$ cat src/rtl/fetch_stage_ctrl.sv
// Fetch stage control: owns the PC and the IF/ID register, applies load-use stalls and
// branch redirects, and keeps stall statistics plus sticky debug flags.
module fetch_stage_ctrl #(
  parameter int                 ADDR_W    = 32,
  parameter logic [ADDR_W-1:0]  RESET_PC  = '0,
  parameter int                 CNT_W     = 16,
  parameter int                 MAX_STALL = 4
) (
  input  logic              clk,
  input  logic              rst_n,
  input  logic              pc_store,
  input  logic              if_id_write,
  input  logic              branch_taken,
  input  logic [ADDR_W-1:0] branch_target,
  output logic [ADDR_W-1:0] imem_addr,
  input  logic [31:0]       imem_rdata,
  output logic [31:0]       if_id_instr,
  output logic [ADDR_W-1:0] if_id_pc4,
  output logic              if_id_valid,
  output logic [CNT_W-1:0]  stall_cycles,
  output logic              stall_timeout,
  output logic              ctrl_mismatch
);

  localparam int                RUN_W      = $clog2(MAX_STALL) + 1;
  localparam logic [RUN_W-1:0]  RUN_MAX    = RUN_W'(MAX_STALL);
  localparam logic [CNT_W-1:0]  CNT_MAX    = '1;
  localparam logic [ADDR_W-1:0] ALIGN_MASK = {{(ADDR_W-2){1'b1}}, 2'b00};
  localparam logic [ADDR_W-1:0] PC_INIT    = RESET_PC & ALIGN_MASK;

  logic [ADDR_W-1:0] pc_q, pc_next, pc_plus4;
  logic [31:0]       instr_next;
  logic [ADDR_W-1:0] pc4_next;
  logic              valid_next;
  logic [CNT_W-1:0]  cycles_next;
  logic [RUN_W-1:0]  run_q, run_next;
  logic              timeout_next, mismatch_next;
  logic              stall_edge;

  assign imem_addr  = pc_q;
  assign pc_plus4   = pc_q + ADDR_W'(4);
  assign stall_edge = !branch_taken && !pc_store;

  // NOTE: every signal gets its hold value first so no path through this block infers a latch.
  always_comb begin
    pc_next       = pc_q;
    instr_next    = if_id_instr;
    pc4_next      = if_id_pc4;
    valid_next    = if_id_valid;
    cycles_next   = stall_cycles;
    run_next      = run_q;
    timeout_next  = stall_timeout;
    mismatch_next = ctrl_mismatch;

    if (branch_taken) begin
      // Redirect wins over both stall controls and flushes the fetched slot.
      pc_next    = branch_target & ALIGN_MASK;
      instr_next = 32'h0;
      pc4_next   = '0;
      valid_next = 1'b0;
      run_next   = '0;
    end else begin
      if (pc_store != if_id_write) mismatch_next = 1'b1;
      if (if_id_write) begin
        instr_next = imem_rdata;
        pc4_next   = pc_plus4;
        valid_next = 1'b1;
      end
      if (pc_store) begin
        pc_next  = pc_plus4;
        run_next = '0;
      end else begin
        if (stall_cycles != CNT_MAX) cycles_next = stall_cycles + 1'b1;
        if (run_q != RUN_MAX)        run_next    = run_q + 1'b1;
        if (run_next == RUN_MAX)     timeout_next = 1'b1;
      end
    end
  end

  // NOTE: sequential state uses non-blocking assignments so all registers sample the same pre-edge values.
  always_ff @(posedge clk or negedge rst_n) begin
    if (!rst_n) begin
      pc_q          <= PC_INIT;
      if_id_instr   <= 32'h0;
      if_id_pc4     <= '0;
      if_id_valid   <= 1'b0;
      stall_cycles  <= '0;
      run_q         <= '0;
      stall_timeout <= 1'b0;
      ctrl_mismatch <= 1'b0;
    end else begin
      pc_q          <= pc_next;
      if_id_instr   <= instr_next;
      if_id_pc4     <= pc4_next;
      if_id_valid   <= valid_next;
      stall_cycles  <= cycles_next;
      run_q         <= run_next;
      stall_timeout <= timeout_next;
      ctrl_mismatch <= mismatch_next;
    end
  end

  // A stalled edge never moves the PC, so stall_edge implies pc_next == pc_q.
  assert property (@(posedge clk) disable iff (!rst_n) stall_edge |-> (pc_next == pc_q));

endmodule
$ cat config.mk
export PLATFORM = sky130hd
export DESIGN_NAME = fetch_stage_ctrl
export DESIGN_NICKNAME = d
export VERILOG_FILES = /design/src/rtl/fetch_stage_ctrl.sv
export SDC_FILE = /design/constraint.sdc
export NUM_CORES = 1
export LEC_CHECK = 0
export CAP_MARGIN = 20
export CORE_AREA = 2 2 120 122
export DETAILED_ROUTE_END_ITERATION = 7
export DIE_AREA = 0 0 122 124
export GPL_TIMING_DRIVEN = 0
export PLACE_DENSITY = 0.76
export SETUP_SLACK_MARGIN = 0.3
export SYNTH_ARGS = -nofsm -noshare
export SYNTH_HDL_FRONTEND = slang
export SYNTH_SLANG_ARGS = --single-unit
$ cat constraint.sdc
create_clock -name clk -period 2.6 [get_ports clk]
set_input_delay 0.78 -clock clk [delete_from_list [all_inputs] [get_ports clk]]
set_output_delay 0.78 -clock clk [all_outputs]
set_load 0.02 [all_outputs]
Yosys cells after proc, flatten, opt, wreduce, memory -nomap -nowiden
Index checks and enable logic that the tools add are counted.
W data, S select, Z words.

operators by class
  reductions and logical operators = 5
  bitwise gates (word level) = 2
  mux-type cells = 13
  add/subtract/negate cells = 3
  equal/unequal tests = 4

operators by type and width
  cell                     number
  $mux W32                 6
  $add A32 B3 Y32 const B  1
  $add A16 B1 Y16 const B  1
  $ne A16 B16 Y1 const B   1
  $mux W3                  5
  $reduce_and A3 Y1        2
  $reduce_bool A2 Y1       2
  $add A3 B1 Y3 const B    1
  $eq A3 B3 Y1 const B     1
  $ne A3 B3 Y1 const B     1
  $mux W1                  2
  $not A1 Y1               2
  $reduce_and A2 Y1        1
  $ne A1 B1 Y1             1

storage, ports and cells
  flip-flop bits (word level) = 118
  output and inout bits = 115
  input bits = 69

Longest topological paths before layout
Gate-level depths: netlist of run 1.

  depth after elaboration = 6
  gate-level depth with buffers = 8
  depth with buffers taken out = 6

Worst setup path after synthesis of run 1
Ideal clock, no wire load.

  kind = register to register
  start = register pc_q[2], in the netlist imem_addr[2]
  end = register pc_q[24], in the netlist imem_addr[24]
  library setup time = 82 ps
  cell stages (with the launch flop) = 8
  path slack = 358 ps
  buffers on the path = 2
  arrival = 2160 ps
  cells stage by stage = dfrtp_1 ha_1 buf_6 nand3_1 or3_1 clkbuf_1 or4_2 a31oi_1

between the ends
  cells in the longest elaborated chain, start to end = 3

RTL lines
  element                 RTL line  text
  start, declared         31        logic [ADDR_W-1:0] pc_q, pc_next, pc_plus4;
  start signal, assigned  92        pc_q <= pc_next;
  $add A32 B3 Y32         41        assign pc_plus4 = pc_q + ADDR_W'(4);
  $mux W32                69        if (pc_store) begin
  $mux W32                55        if (branch_taken) begin

No other way between the ends. The select of a mux whose other input is x is not followed.
A chain may end at the register's enable or synchronous reset.

Final worst setup path of run 1
  start = register pc_q[4], in the netlist imem_addr[4]
  end = output imem_addr[4]

RTL lines
  element        RTL line  text
  end, declared  15        output logic [ADDR_W-1:0] imem_addr,

No word-level cell between the ends.

==> results.py, run 1 <==
metrics = {
    "status": {
        "outcome": "complete, no violations",
    },
    "power": {
        "p_leak_nw": 3.84,
        "power_density_nw_per_um2": 665,
        "finalPower_mw": 5.94,
        "ir_drop_uv": 463,
    },
    "setup_path": {
        "reg2reg_depth": 4,
        "cp_slowest_stage_delay_ns": 0.66,
        "crit_path_end": "imem_addr[4]",
        "cp.arrival_ns": 1.50,
        "crit_path_max_fanout": 4,
        "critPathKind": "register to output port",
        "r2r_start": "imem_addr[18]",
        "cp-end-kind": "output port",
        "critPathLaunchType": "register",
        "crit_path_start": "imem_addr[4]",
        "cp_top_family": "buffers and inverters",
        "r2r-end": "if_id_pc4[28]",
        "reg2reg_slack_ns": 0.33,
        "crit_cells": 1,
        "path_buf_inv": 1,
        "required_ns": 1.82,
        "slowest_stage": "clkdlybuf4s50_1",
        "crit_chain": "clkdlybuf4s50_1",
    },
    "place": {
        "io_buffer_count": 178,
        "hpwl_um": 14300,
        "placed_area_um2": 8150,
        "gp_congestion": 0.887,
    },
    "timing": {
        "finalHoldViolCount": 0,
        "finalSetupViolCount": 0,
        "finalMaxSlewViolations": 0,
        "timing.fmax_mhz": 438,
        "fin_crit_sh": 0.879,
        "grt_setup_unrepaired": "yes",
        "min_period_ns": 2.28,
        "fin_skew_ns": 0.00849,
        "max-slew-margin-rel": 0.492,
        "tightestPinTransition_ns": 0.762,
    },
    "drt": {
        "drtIter0Drc": 401,
        "via_count": 5762,
        "via_per_inst": 5.68,
        "postRouteAntennaNets": 0,
        "dr.pass1.iters": 4,
        "wl_um": 19700,
        "post-route-drc-count": 0,
        "wire_per_inst_um": 19.4,
    },
    "synth": {
        "synthMostInstantiatedCell": "dfrtp_1",
        "synth_cell_types": 62,
        "yosysWarnings": 0,
        "async_flop_share": 1.00,
        "syn_inst": 617,
        "synth.top_cells.by_count": "dfrtp_1 (115), nor2_1 (90), nand2_1 (41), mux2i_1 (36), nand4_1 (25)",
        "synth_area_leader_cell": "dfrtp_1",
        "synth_ff_type": "dfrtp_1",
        "ys_ff_latch": 115,
        "yosys.area.top_type_share": 0.471,
        "netlist_area_um2": 6110,
        "syn_area_per_cell_um2": 9.90,
        "synth_edf_count": 0,
        "synth.area.top_cells": "dfrtp_1 (47%), mux2i_1 (5.9%), nor2_1 (5.5%)",
        "synth-seq-area-share": 0.471,
    },
    "floorplanning": {
        "ioPinCount": 184,
        "die-height_um": 124,
        "coreArea_um2": 13700,
        "start_util": 0.445,
        "die-area_um2": 15100,
        "die_w_um": 122,
        "rows": 43,
    },
    "cts": {
        "clk_pin_slew_ns": 0.05,
        "cts_made_buffers": 17,
        "h-tree-depth": 4,
        "root_buffer": "clkbuf_16",
        "tritoncts_num_sinks": 115,
        "cts_buffer_depth": 2,
        "clk_latency_ns": 0.42,
        "cts_tree": "done",
        "postCtsHoldBufs": 0,
    },
    "run": {
        "drv_cap": 0,
    },
    "global_route": {
        "grt_pass1_vias": 5680,
        "grt_overflow": 0,
        "antenna_found_initial": 0,
        "grt_max_degree": 61,
        "grtUsageTotal": 0.260,
        "grt_pass1_wl_um": 30000,
    },
    "final_layout": {
        "area_growth_pct": 46.2,
        "drive_gt1_frac": 0.125,
        "final_area_um2": 8930,
        "nets": 894,
        "antenna_cells": 0,
    },
    "worst_hold_path": {
        "hp-class": "input port to asynchronous set/reset pin",
    },
}
==> cells by family (layout without fill, tap and decap cells) <==
logic type | count (synthesis) | after routing | share of synthesized area
other | 1 | 2 | 0.000614
AO/OA/AOI/OAI | 109 | 109 | 0.126
buffers and inverters | 62 | 278 | 0.0639
multiplexers | 39 | 39 | 0.0645
XOR/XNOR | 35 | 35 | 0.0502
adder cells (fa/ha/maj) | 4 | 4 | 0.00820
flip-flops | 115 | 115 | 0.471
AND/OR/NAND/NOR | 252 | 252 | 0.215
==> how the worst min path moves through the flow <==
| stage | startpoint | end | slack, ns | cells after the start |
|---|---|---|---|---|
| after floorplan | rst_n | ctrl_mismatch | 0.48 | 0 |
| after global placement | ctrl_mismatch | ctrl_mismatch | 0.44 | 1 |
| after detailed placement | ctrl_mismatch | ctrl_mismatch | 0.46 | 1 |
| after CTS | rst_n | if_id_instr[18] | 0.35 | 1 |
| after global routing | rst_n | if_id_instr[22] | 0.37 | 1 |
| final | rst_n | if_id_instr[22] | 0.34 | 1 |
==> placed cells by master (no fill, tap or decap), drive strengths merged, types with 7 or more instances in the layout <==
cell and instances:
clkdlybuf4s50 150, dfrtp 115, nor2 90, clkbuf 53, nand2 42, mux2i 36, buf 27, nand4 26
xor2 22, o21ai 21, nand3 21, or4 21, dlygate4sd2 20, o31ai 16, a311oi 15, xnor2 13
a31oi 13, a211oi 12, nor4 11, inv 10, and3 10, a21oi 10, dlymetal6s2s 7
==> report_power, final <==
group / leakage, nW / total (mW) / internal, mW / switching [mW]
Clock: 0.313 / 2.60 / 1.77 / 0.823
Sequential: 1.46 / 2.13 / 1.95 / 0.182
Combinational: 2.06 / 1.21 / 0.560 / 0.646
==> cell type report <==
type | instances | area, um2
clock inverter | 9 | 175
timing repair buffer | 184 | 1840
multi-input combinational | 441 | 2920
fill | 1143 | 4790
clock buffer | 23 | 478
inverter | 10 | 37.5
sequential | 115 | 2880
buffer | 52 | 377
tap | 180 | 225
==> metal layers <==
metal	up-vias	track usage	routed length [um]
met5	-	0	0
met4	0	0.0862	383
met3	32	0.0879	1470
met2	212	0.414	9550
met1	2842	0.334	8260
li1	2676	-	-
==> repair_timing <==
action,CTS,global route
pin swaps,0,4
gates cloned,0,0
gates resized for setup,35,30
buffers inserted,0,5
setup endpoints to repair,54,63
==> sequential cells by signal, summed over array words and instances (netlist names) <==
register,cells
stall_timeout,1
if_id_instr,32
imem_addr,30
run_q,3
ctrl_mismatch,1
if_id_valid,1
if_id_pc4,31
stall_cycles,16
==> stage by stage <==
| stage | util | setup TNS [ns] | cells | worst slack, ns | hold WS (ns) |
|---|---|---|---|---|---|
| 6_report | 0.651 | 0 | 1014 | 0.316 | 0.337 |
| 3_5_place_dp | 0.594 | -11.73 | 977 | -0.662 | 0.459 |
| 5_1_grt | 0.651 | 0 | 1014 | 0.258 | 0.365 |
| 2_1_floorplan | - | 0 | 618 | 0.358 | 0.484 |
| 3_3_place_gp | 0.592 | -432.07 | 976 | -3.69 | 0.444 |
| 4_1_cts | 0.642 | 0 | 1009 | 0.299 | 0.353 |
Power figures use the tool's default switching activity.
==> run 2: changes to the inputs <==
SLEW_MARGIN = 20   (was default)
==> results of run 2 <==
Final layout, timing and power as in run 1 (identical DEF).
